`config.mk`:
```
export PLATFORM = sky130hd
export DESIGN_NAME = mem_access_unit
export DESIGN_NICKNAME = d
export VERILOG_FILES = /design/src/rtl/mem_pkg.sv /design/src/rtl/mem_lane_align.sv /design/src/rtl/mem_access_unit.sv
export SDC_FILE = /design/constraint.sdc
export NUM_CORES = 1
export LEC_CHECK = 0
export BUFFER_PORTS_ARGS = -buffer_cell sky130_fd_sc_hd__buf_2
export CORE_ASPECT_RATIO = 1.25
export CORE_MARGIN = 8
export CORE_UTILIZATION = 30
export DETAILED_ROUTE_END_ITERATION = 8
export GPL_ROUTABILITY_DRIVEN = 0
export PLACE_DENSITY = 0.52
export SYNTH_ARGS = -nofsm -noshare
export SYNTH_HDL_FRONTEND = slang
export SYNTH_SLANG_ARGS = --single-unit
```
`constraint.sdc`:
```
create_clock -name clk -period 3.7 [get_ports clk]
set_input_delay 0.185 -clock clk [delete_from_list [all_inputs] [get_ports clk]]
set_output_delay 0.185 -clock clk [all_outputs]
set_load 0.005 [all_outputs]
```
`src/rtl/mem_pkg.sv`:
```
// Shared types and constants for the data-memory access sequencer.
package mem_pkg;

  typedef enum logic [1:0] {
    BYTE   = 2'd0,
    HALF   = 2'd1,
    WORD   = 2'd2,
    DOUBLE = 2'd3
  } mem_size_t;

  typedef enum logic [2:0] {
    S_IDLE  = 3'd0,
    S_WAIT  = 3'd1,
    S_WRITE = 3'd2,
    S_RESP  = 3'd3,
    S_ERR   = 3'd4
  } mau_state_t;

  localparam int BYTE_W  = 8;
  localparam int HALF_W  = 16;
  localparam int WORD_W  = 32;
  localparam int DWORD_W = 64;

  // An access is aligned when its byte offset is a multiple of its size.
  function automatic logic is_aligned(input logic [2:0] offset, input mem_size_t size);
    logic ok;
    case (size)
      BYTE:    ok = 1'b1;
      HALF:    ok = (offset[0] == 1'b0);
      WORD:    ok = (offset[1:0] == 2'b00);
      DOUBLE:  ok = (offset == 3'b000);
      default: ok = 1'b0;
    endcase
    return ok;
  endfunction

endpackage

```
`src/rtl/mem_lane_align.sv`:
```
// Combinational lane extraction (loads) and lane merge (partial stores).
module mem_lane_align
  import mem_pkg::*;
(
  input  logic [63:0] rdata_i,
  input  logic [63:0] wdata_i,
  input  logic [2:0]  offset_i,
  input  mem_size_t   size_i,
  input  logic        unsigned_i,
  output logic [63:0] ext_o,
  output logic [63:0] merged_o
);

  logic [BYTE_W-1:0] byte_s;
  logic [HALF_W-1:0] half_s;
  logic [WORD_W-1:0] word_s;

  assign byte_s = rdata_i[{offset_i, 3'b000} +: BYTE_W];
  assign half_s = rdata_i[{offset_i[2:1], 4'b0000} +: HALF_W];
  assign word_s = rdata_i[{offset_i[2], 5'b00000} +: WORD_W];

  // Extend the selected lane and splice store data into the read doubleword.
  always_comb begin
    ext_o    = 64'd0;
    merged_o = rdata_i;
    case (size_i)
      BYTE: begin
        ext_o = unsigned_i ? {56'd0, byte_s} : {{56{byte_s[7]}}, byte_s};
        merged_o[{offset_i, 3'b000} +: BYTE_W] = wdata_i[BYTE_W-1:0];
      end
      HALF: begin
        ext_o = unsigned_i ? {48'd0, half_s} : {{48{half_s[15]}}, half_s};
        merged_o[{offset_i[2:1], 4'b0000} +: HALF_W] = wdata_i[HALF_W-1:0];
      end
      WORD: begin
        ext_o = unsigned_i ? {32'd0, word_s} : {{32{word_s[31]}}, word_s};
        merged_o[{offset_i[2], 5'b00000} +: WORD_W] = wdata_i[WORD_W-1:0];
      end
      DOUBLE: begin
        ext_o    = rdata_i;
        merged_o = wdata_i;
      end
      default: begin
        ext_o    = 64'd0;
        merged_o = rdata_i;
      end
    endcase
  end

endmodule

```
`src/rtl/mem_access_unit.sv`:
```
// Multi-cycle load/store sequencer with read-modify-write for partial stores
// and misalignment reporting.
module mem_access_unit
  import mem_pkg::*;
#(
  parameter int MEM_LAT = 1
) (
  input  logic        clk,
  input  logic        reset,
  input  logic        req_valid,
  output logic        req_ready,
  input  logic        req_write,
  input  logic [1:0]  req_size,
  input  logic        req_unsigned,
  input  logic [63:0] req_addr,
  input  logic [63:0] req_wdata,
  output logic        resp_valid,
  output logic [63:0] resp_rdata,
  output logic        misaligned,
  output logic [63:0] mem_addr,
  output logic        mem_wr,
  output logic [63:0] mem_wdata,
  input  logic [63:0] mem_rdata
);

  localparam int CNT_W = $clog2(MEM_LAT + 2);
  localparam logic [CNT_W-1:0] CNT_INIT = CNT_W'(MEM_LAT);

  mau_state_t       state_q, state_d;
  logic [CNT_W-1:0] cnt_q, cnt_d;
  logic [63:0]      addr_q;
  mem_size_t        size_q;
  logic             uns_q;
  logic             write_q;
  logic [63:0]      wdata_q;
  logic [63:0]      rdata_q;
  logic [63:0]      ext_s;
  logic [63:0]      merged_s;
  logic             accept_s;
  logic             sample_s;

  assign accept_s = req_valid && (state_q == S_IDLE);
  assign sample_s = (state_q == S_WAIT) && (cnt_q == '0);

  mem_lane_align u_align (
    .rdata_i    (mem_rdata),
    .wdata_i    (wdata_q),
    .offset_i   (addr_q[2:0]),
    .size_i     (size_q),
    .unsigned_i (uns_q),
    .ext_o      (ext_s),
    .merged_o   (merged_s)
  );

  // State and latency counter register.
  always_ff @(posedge clk) begin
    if (reset) begin
      state_q <= S_IDLE;
      cnt_q   <= '0;
    end else begin
      state_q <= state_d;
      cnt_q   <= cnt_d;
    end
  end

  // Next-state logic; the counter gives MEM_LAT+1 WAIT cycles.
  always_comb begin
    state_d = state_q;
    cnt_d   = cnt_q;
    case (state_q)
      S_IDLE: begin
        if (req_valid) begin
          if (!is_aligned(req_addr[2:0], mem_size_t'(req_size))) begin
            state_d = S_ERR;
          end else if (req_write && (mem_size_t'(req_size) == DOUBLE)) begin
            state_d = S_WRITE;
          end else begin
            state_d = S_WAIT;
            cnt_d   = CNT_INIT;
          end
        end else begin
          state_d = S_IDLE;
        end
      end
      S_WAIT: begin
        if (cnt_q == '0) begin
          state_d = write_q ? S_WRITE : S_RESP;
        end else begin
          cnt_d = cnt_q - CNT_W'(1);
        end
      end
      S_WRITE: state_d = S_IDLE;
      S_RESP:  state_d = S_IDLE;
      S_ERR:   state_d = S_IDLE;
      default: state_d = S_IDLE;
    endcase
  end

  // Control outputs decoded from the registered state.
  always_comb begin
    req_ready  = 1'b0;
    resp_valid = 1'b0;
    misaligned = 1'b0;
    mem_wr     = 1'b0;
    case (state_q)
      S_IDLE:  req_ready = 1'b1;
      S_WAIT:  req_ready = 1'b0;
      S_WRITE: begin
        mem_wr     = 1'b1;
        resp_valid = 1'b1;
      end
      S_RESP:  resp_valid = 1'b1;
      S_ERR: begin
        resp_valid = 1'b1;
        misaligned = 1'b1;
      end
      default: req_ready = 1'b0;
    endcase
  end

  // Request latch, write register (store data then merged line) and load result.
  always_ff @(posedge clk) begin
    if (reset) begin
      addr_q  <= 64'd0;
      size_q  <= BYTE;
      uns_q   <= 1'b0;
      write_q <= 1'b0;
      wdata_q <= 64'd0;
      rdata_q <= 64'd0;
    end else if (accept_s) begin
      addr_q  <= req_addr;
      size_q  <= mem_size_t'(req_size);
      uns_q   <= req_unsigned;
      write_q <= req_write;
      wdata_q <= req_wdata;
    end else if (sample_s) begin
      if (write_q) begin
        wdata_q <= merged_s;
      end else begin
        rdata_q <= ext_s;
      end
    end
  end

  assign mem_addr   = {addr_q[63:3], 3'b000};
  assign mem_wdata  = wdata_q;
  assign resp_rdata = rdata_q;

endmodule

```
**Yosys cells after proc, flatten, opt, wreduce, memory -nomap -nowiden**

Index checks and enable logic that the tools add are counted.

- Bits in registers: 201
- Latch bits: 0
- Bits in writable memories: 0
- Bits in read-only memories: 0
- Input port bits: 199
- Output and inout bits: 196
- Word-level logic and storage cells: 85
- Memories kept: 0

- Add/subtract/negate cells: 4
- $mul: 0
- Divide/modulo/power cells: 0
- $lt $le $gt $ge: 0
- Equal/unequal tests: 16
- Shift operators: 9
- Mux-type cells: 29
- Bitwise gates (word level): 3
- Reductions and logical operators: 16

Operator list:

| kind | count |
|---|---|
| $mux 64 | 6 |
| $pmux 64 s4 | 1 |
| $bwmux 64 | 3 |
| $pmux 64 s3 | 1 |
| $shift 16x8->64 const A | 1 |
| $shift 32x8->64 const A | 1 |
| $shift 8x8->64 const A | 1 |
| $shiftx 16x8->64 | 1 |
| $shiftx 32x8->64 | 1 |
| $shiftx 64x7->16 | 1 |
| $shiftx 64x7->32 | 1 |
| $shiftx 64x7->8 | 1 |
| $shiftx 8x8->64 | 1 |
| $neg 6->8 | 3 |
| $mux 2 | 5 |
| $mux 3 | 3 |
| $eq 2x2->1 const B | 4 |
| $logic_not 2->1 | 4 |
| $ne 2x2->1 const B | 4 |
| $mux 1 | 7 |
| $eq 3x2->1 const B | 2 |
| $logic_not 3->1 | 2 |
| $pmux 3 s2 | 1 |
| $reduce_and 3->1 | 2 |
| 12 further kinds | 20 |

**Logic depth before layout (Yosys ltp)**

Gate-level depths: netlist of run 1.

- Depth in word-level cells: 7
- Gate-level depth with buffers: 12
- Depth with buffers taken out: 8

**Modules after synthesis**

From an unflattened synthesis of run 1, not the netlist that was laid out.

- Cell total of the unflattened synthesis: 1761
- Area total of the unflattened synthesis: 13538.0 um^2

By module, submodules not included:

| module | times used | cells each | area an instance (um^2) | seq. area each (um^2) |
|---|---|---|---|---|
| mem_access_unit | 1 | 1038 | 8090.3 | 4023.9 |
| mem_lane_align | 1 | 723 | 5447.7 | 0.0 |

**Worst setup path before layout of run 1**

OpenSTA, ideal clock, no wires.

- Path kind: register -> register
- Start: reg addr_q[0]
- End: reg wdata_q[60] (netlist: mem_wdata[60])
- Setup time: 117 ps
- Arrival time: 2847 ps
- Data required time: 3583 ps
- Path slack: 736 ps
- Stages on the path, launching flop included: 12
- Buffers on the path: 3
- Period minus slack after synthesis: 2964 ps
- Cell sequence: dfxtp_1 > buf_2 > buf_2 > buf_2 > clkinv_1 > ha_1 > ha_1 > nor4b_4 > mux2_2 > nand3_1 > a21oi_1 > o22a_1

- Longest elaborated chain between the ends: 7
- Elaborated cells between the ends (all ways): 8
- Those cells by class: add/sub (1); shift (2); mux (5)

Ends and longest elaborated chain:

| what | RTL line | RTL |
|---|---|---|
| start: declaration | mem_access_unit.sv:31 | `logic [63:0] addr_q;` |
| start signal: assignment | mem_access_unit.sv:131 | `addr_q <= req_addr;` |
| $neg 6->8 * | mem_lane_align.sv:29 | `merged_o[{offset_i, 3'b000} +: BYTE_W] = wdata_i[BYTE_W-1:0];` |
| $shiftx 8x8->64 or $shift 8x8->64 (tied branches) | mem_lane_align.sv:29 |  |
| $bwmux 64 * | mem_lane_align.sv:29 |  |
| $pmux 64 s3 * | mem_lane_align.sv:26 | `case (size_i)` |
| $mux 64 * | mem_access_unit.sv:137 | `if (write_q) begin` |
| $mux 64 * | mem_access_unit.sv:136 | `end else if (sample_s) begin` |
| $mux 64 * | mem_access_unit.sv:130 | `end else if (accept_s) begin` |
| end signal: assignment | mem_access_unit.sv:135 | `wdata_q <= req_wdata;` |
| end signal: assignment | mem_access_unit.sv:138 | `wdata_q <= merged_s;` |
| end: declaration | mem_access_unit.sv:35 | `logic [63:0] wdata_q;` |

Every way passes the cells marked *; elsewhere a longest branch is shown, timed or not. The select of a mux whose other input is x is not followed.
A chain may end at the register's enable or synchronous reset.

**Worst setup path after layout of run 1**

- Start: reg addr_q[1]
- End: reg wdata_q[22] (netlist: mem_wdata[22])

- Longest elaborated chain between the ends: 7
- Elaborated cells between the ends (all ways): 12
- Those cells by class: add/sub (2); shift (4); mux (6)

Ends and longest elaborated chain:

| what | RTL line | RTL |
|---|---|---|
| $neg 6->8 (on tied branches) | mem_lane_align.sv:33, mem_lane_align.sv:29 |  |
| $shiftx 16x8->64 (tied with other cells) | mem_lane_align.sv:33 | `merged_o[{offset_i[2:1], 4'b0000} +: HALF_W] = wdata_i[HALF_W-1:0];` |
| $bwmux 64 (on tied branches) | mem_lane_align.sv:33, mem_lane_align.sv:29 |  |
| $pmux 64 s3 * | mem_lane_align.sv:26 |  |
| $mux 64 * | mem_access_unit.sv:137 |  |
| $mux 64 * | mem_access_unit.sv:136 |  |
| $mux 64 * | mem_access_unit.sv:130 |  |

Marks and branches as above.

==> results of run 1 <==
[what timing repair did]
action,in CTS,in global routing
buffers inserted,0,0
gates resized for setup,0,0
hold buffers,112,0
endpoints found under the hold margin,112,0
[sequential cells by signal, summed over array words and instances (netlist names)]
register    count
state_q         3
size_q          2
addr_q         64
resp_rdata     64
write_q         1
uns_q           1
cnt_q           2
mem_wdata      64
[area by class of cell]
cell class              count  area, sq um
clock inverters            12          128
multi-input cells        1010         6540
diodes                      4         10.0
inverters                  29          109
repair buffers            531         3320
well taps                 498          623
fillers                  3991        23400
flip-flops and latches    201         4030
clock buffers              30          684
[where the power goes]
part,internal (uW),switching [uW]
sequential,2340,176
clock,1450,1030
combinational,685,948
total,4470,2150
[final timing paths]
kind                   endpoint  depth (start not counted)  slack [ps]           from
setup / recovery  mem_wdata[22]                          8         610      addr_q[1]
hold reg to reg   mem_wdata[48]                          2         450  mem_wdata[48]
setup reg to reg  mem_wdata[22]                          8         610      addr_q[1]
hold / removal    mem_wdata[16]                          3           9  req_wdata[16]
[stage by stage]
stage,instances,utilization [%],hold WS [ps]
2_1_floorplan,1439,-,321
3_3_place_gp,2157,34.8,415
3_5_place_dp,2157,34.8,419
4_1_cts,2311,39.7,1.76
5_1_grt,2315,39.8,29.9
6_report,2315,39.8,9.04
[kinds of logic (layout without fill, tap and decap cells)]
| kind of cell | after synthesis | count (layout) | share of synthesized area, % |
|---|---|---|---|
| DFF | 201 | 201 | 34.3 |
| muxes | 65 | 65 | 6.98 |
| AOI/OAI and AO/OA | 589 | 589 | 33.7 |
| adders and majority gates | 13 | 13 | 1.39 |
| other | 1 | 7 | 0.0320 |
| buffers and inverters | 228 | 602 | 10.1 |
| and+or+nand+nor | 340 | 340 | 13.4 |
[cells in the final DEF (no fill, tap or decap), types with 6 or more instances in the layout]
| master | synthesis | routed |
|---|---|---|
| buf_2 | 36 | 390 |
| a21oi_1 | 225 | 225 |
| nand2_1 | 204 | 203 |
| dfxtp_1 | 201 | 200 |
| dlygate4sd3_1 | 0 | 112 |
| o21ai_0 | 57 | 57 |
| nor2_1 | 52 | 51 |
| o31ai_1 | 46 | 46 |
| mux2_2 | 44 | 44 |
| a221o_1 | 40 | 40 |
| o211a_1 | 33 | 33 |
| a22oi_1 | 29 | 29 |
| o21ai_1 | 29 | 29 |
| inv_1 | 27 | 27 |
| a211o_1 | 27 | 27 |
| buf_4 | 66 | 27 |
| nor3_1 | 26 | 26 |
| clkbuf_16 | 0 | 25 |
| nand3_1 | 15 | 15 |
| a222oi_1 | 14 | 14 |
| ha_1 | 13 | 13 |
| a21o_1 | 12 | 12 |
| mux2i_1 | 12 | 12 |
| a311oi_1 | 9 | 9 |
| a221oi_1 | 9 | 9 |
| o211ai_1 | 9 | 9 |
| mux4_2 | 9 | 9 |
| a22o_1 | 8 | 8 |
| a211oi_1 | 8 | 8 |
| o22a_1 | 8 | 8 |
| nand2b_1 | 7 | 7 |
| nor2b_1 | 7 | 6 |
| o22ai_1 | 6 | 6 |
[routing by layer]
metal	share of wire [%]	global-route usage, %
met5	0.039	0
met4	5.1	11.7
met3	10	5.25
met2	47	37.8
met1	38	27.1
[critical path, cell delays in order, from the launching register on]
cell and delay [ps]:
dfxtp_1 530, inv_1 240, ha_1 270, ha_1 370
nand2b_1 260, a2bb2oi_1 780, a221o_1 270, a21oi_1 40
o31ai_1 230
==> metrics.md, run 1 <==
| Metric | Value |
|---|---|
| Post-synth top cells | `a21oi_1 (225), nand2_1 (204), dfxtp_1 (201)` |
| Total GRT Usage | `22.9%` |
| CP arrival | `3550 ps` |
| H-Tree Depth | `1` |
| Final Power | `between 6000 and 7000 uW` |
| Total number of vias | `~13k` |
| Clock Sink Count | `about 200` |
| # IOs | `395` |
| Initial Util | `30.2%` |
| Die area | `approximately 46000 sq um` |
| Rel. slew slack | `36.8%` |
| Least-Margin Pin Slew | `about 950 ps` |
| Sequential fraction of the synthesis area | `~34%` |
| Place WS | `between 600 and 700 ps` |
| Count of cell types in the netlist | `67` |
| Final min period | `3090 ps` |
| Worst skew pair latency | `about 550 ps` |
| Post-placement cell area | `13500 sq um` |
| Largest net degree at the start of global routing | `162` |
| Hold WC Path Type | `in -> reg` |
| Main synth FF type | `dfxtp_1` |
| Max VDD drop | `0.258 mV` |
| RSZ-0062 raised after global routing | `no` |
| Yosys warns | `0` |
| Max Cap Viol | `0` |
| Peak fanout along the critical path | `10` |
| Wire length per cell | `approximately 24 microns` |
| Status | `completed` |
| Layout Skew | `slightly above 20 ps` |
| Max clock buf depth | `3` |
| Initial antenna violation count | `6` |
| 1st-iter DRT viols | `1258` |
| TritonCTS buffer count | `24` |
| Crit path launch type | `register` |
| Area grow syn2layout | `31.6%` |
| WL final | `55.9 mm` |
| Achievable Freq | `between 0.3 and 0.4 GHz` |
| Vert. Die Dim | `around 240 microns` |
| Area fraction of the dominant cell type after synthesis | `34.3%` |
| Pwr dens | `429 nW/um^2` |
| Floorplan row count | `81` |
| Largest cells by area after synthesis | `dfxtp_1 (34%), a21oi_1 (9.6%), nand2_1 (6.5%), buf_4 (4.2%), mux2_2 (4.2%)` |
| TritonCTS clock tree | `done` |
| Synthesized area per cell | `8.16 sq um` |
| First-pass GRT wire length | `80.3 mm` |
| DRC | `0` |
| Die X | `a little under 200 microns` |
| Worst Path Required | `4160 ps` |
| Final Hold Viols | `0` |
| Post-synthesis cell area | `11700 sq um` |
| Clk root buf | `clkbuf_16` |
| CORE AREA | `38800 sq um` |
| DP HPWL | `41.2 mm` |
| Grt total ovfl | `0` |
| Post-synthesis async set-or-reset flop share | `0%` |
| Count leader, synth | `a21oi_1` |
| Post-synthesis register bit count | `201` |
| Total negative slack | `0 ps` |
| CP endpoint kind | `register` |
| Final WS setup | `608 ps` |
| Synth Instances | `about 1.4k` |
| P_leak | `about 0.007 uW` |
| Final worst-path cycle share | `83.6%` |
| Clock transition at the registers of the reported paths | `60 ps` |
| Share of layout cells above drive strength 1 | `29.5%` |
| Critical path class | `reg -> reg` |
| # nets final | `2009` |
| EDFF count, synth | `0` |
| ANT nets after route | `0` |
| Setup violations, final | `0` |
| Final Max Tran Viols | `0` |
| First-pass DRT Iterations | `6` |
| Number of global-route vias before repair | `12.5k` |
| PortBufs | `about 400` |
| Final instance area | `15400 sq um` |
| Vias per cell | `5.52` |
| Yosys top cell by area | `dfxtp_1` |
Note: power is estimated with default switching activity, not from simulation.
==> run 2, diff against run 1 <==
==> constraint.sdc (replaced) <==
create_clock -name clk -period 2.9 [get_ports clk]
set_input_delay 0.145 -clock clk [delete_from_list [all_inputs] [get_ports clk]]
set_output_delay 0.145 -clock clk [all_outputs]
set_load 0.005 [all_outputs]
==> metrics.md, run 2 (same netlist as run 1, synthesis figures left out) <==
| Metric | Value |
|---|---|
| Final worst-path cycle share | `94.7%` |
| Worst stage delay on the critical path | `730 ps` |
| First-pass DRT Iterations | `6` |
| DP HPWL | `~42 mm` |
| Setup violations, final | `0` |
| HP Start | `mem_rdata[8]` |
| DRC | `0` |
| 1st-iter DRT viols | `1167` |
| Final non-filler cell total | `2347` |
| Vias per cell | `5.54` |
| Worst Path Required | `3350 ps` |
| Hold WC Path Type | `in -> reg` |
| Crit path launch type | `register` |
| Worst skew pair latency | `550 ps` |
| Multi-input gate area | `about 6500 sq um` |
| Vert. Die Dim | `237 microns` |
| Initial Util | `30.2%` |
| Floorplan row count | `81` |
| Die X | `193 microns` |
| Final Hold Viols | `0` |
| Logic pwr share | `25.4%` |
| Peak fanout along the critical path | `8` |
| Critical path class | `reg -> reg` |
| Fillers | `between 3k and 4k` |
| Most common cell after layout, fill and taps aside | `buf_2` |
| ANT nets after route | `0` |
| Final Max Tran Viols | `0` |
| PortBufs | `391` |
| Max clock buf depth | `3` |
| Achievable Freq | `0.364 GHz` |
| Worst Setup SP | `addr_q[0]` |
| P_leak | `0.00707 uW` |
| Largest net degree at the start of global routing | `102` |
| Placed Cells | `roughly 2.2k` |
| Initial antenna violation count | `3` |
| Total GRT Usage | `23.5%` |
| R2R Path End | `mem_wdata[17]` |
| Cell-internal power | `5740 uW` |
| CP arrival | `3200 ps` |
| WL final | `between 50 and 60 mm` |
| CP cell instances | `clkinv_2 > ha_1 > ha_1 > nand2b_1 > a2bb2oi_1 > a221o_1 > a21oi_1 > o31ai_1` |
| Max VDD drop | `0.352 mV` |
| Cell mode on critical path | `ha_1` |
| Final min period | `2750 ps` |
| Worst R2R Path Depth | `8` |
| Clock transition at the registers of the reported paths | `70 ps` |
| Sw Pwr | `2720 uW` |
| Place WS | `232 ps` |
| Hold Slack | `24.8 ps` |
| Max Cap Viol | `0` |
| Met2 Use GR | `about two fifths` |
| Rel. slew slack | `33.9%` |
| TritonCTS buffer count | `24` |
| Layout Skew | `29.1 ps` |
| Util after Layout | `40.5%` |
| Wire length per cell | `24.4 microns` |
| Switching share of power | `32.2%` |
| GRT busiest layer | `met2` |
| Met3 global-route usage | `4.99%` |
| Number of global-route vias before repair | `12.9k` |
| Status | `completed` |
| First-pass GRT wire length | `82.0 mm` |
| H-Tree Depth | `1` |
| Most frequent cells in the layout | `buf_2 (390), a21oi_1 (225), nand2_1 (203)` |
| Sequential Power Share | `between 30% and 40%` |
| Slowest stage cell on the critical path | `a2bb2oi_1` |
| Final WS setup | `155 ps` |
| CORE AREA | `just under 40000 sq um` |
| Die area | `~46000 sq um` |
| # IOs | `about 400` |
| Critical Path Sink | `mem_wdata[17]` |
| Area grow syn2layout | `34.0%` |
| RSZ-0062 raised after global routing | `no` |
| FF-to-FF setup slack | `150 ps` |
| # nets final | `2043` |
| Share of layout cells above drive strength 1 | `between 20% and 30%` |
| Grt total ovfl | `0` |
| Power share of the clock group | `36.7%` |
| Total number of vias | `~13k` |
| Clk root buf | `clkbuf_16` |
| Least-Margin Pin Slew | `981 ps` |
| Grt met1 use | `28.1%` |
| Pwr dens | `539 nW/um^2` |
| TritonCTS clock tree | `done` |
| Reg-to-Reg Start | `addr_q[0]` |
| Reg area | `about 4000 sq um` |
| Clock Sink Count | `201` |
| Total negative slack | `0 ps` |
| CP endpoint kind | `register` |
[run 2: cell types whose count changed in the layout (fill, tap and decap cells not counted)]
cell and change:
dlygate4sd3_1 +19, buf_4 +15, clkbuf_1 +5, clkinv_4 -2
clkinvlp_4 -2, diode_2 -2, clkinv_1 -1
[run 2: power groups by stage]
stage / Sequential, uW / Combinational, uW / Clock [uW]
after floorplan: 3170 / 1270 / 0
after global placement: 3260 / 1970 / 0
after detailed placement: 3260 / 1980 / 0
after CTS: 3200 / 2140 / 3190
after global routing: 3230 / 2320 / 3300
final: 3210 / 2150 / 3110
[run 2: area by class of cell]
type	count	share of cell area [%]
Multi-Input combinational cell	1010	41.6
Sequential cell	201	25.6
Timing Repair Buffer	565	23.0
Clock buffer	35	4.47
Tap cell	498	3.96
Inverter	29	0.701
Clock inverter	7	0.573
Antenna cell	2	0.0318
[run 2: critical path: cells and delay by family (launching register included)]
kind            cells  cell delay (ps)
compound gates      4             1270
buf+inv             1              120
flops               1              350
fa+ha+maj           2              630
simple gates        1              260
[run 2: metal layers]
metal,share of wire (%),vias to the layer above,routed length [microns]
li1,-,6034,-
met1,39,6217,22200
met2,47,609,27200
met3,8.7,138,5010
met4,5.0,2,2880
met5,0.072,-,41
[run 2: worst min-delay path by stage]
stage	to	cells past startpoint	slack, ps
floorplan	addr_q[10]	2	280
global placement	mem_wdata[62]	2	380
detailed placement	mem_wdata[60]	2	380
CTS	mem_wdata[8]	3	0.9
global route	resp_rdata[2]	3	40
finish	mem_wdata[8]	3	20
[run 2: through the flow]
stage                     area (sq um)  total power [uW]
after floorplan                  11700              4440
after global placement           13600              5220
after detailed placement         13600              5240
after CTS                        15700              8530
after global routing             15700              8850
final                            15700              8470
[run 2: what timing repair did]
| action | 4_1_cts | 5_1_grt |
|---|---|---|
| hold buffers | 131 | 0 |
| resized for setup | 0 | 0 |
| buffers inserted | 0 | 0 |
| hold endpoints to repair | 125 | 0 |
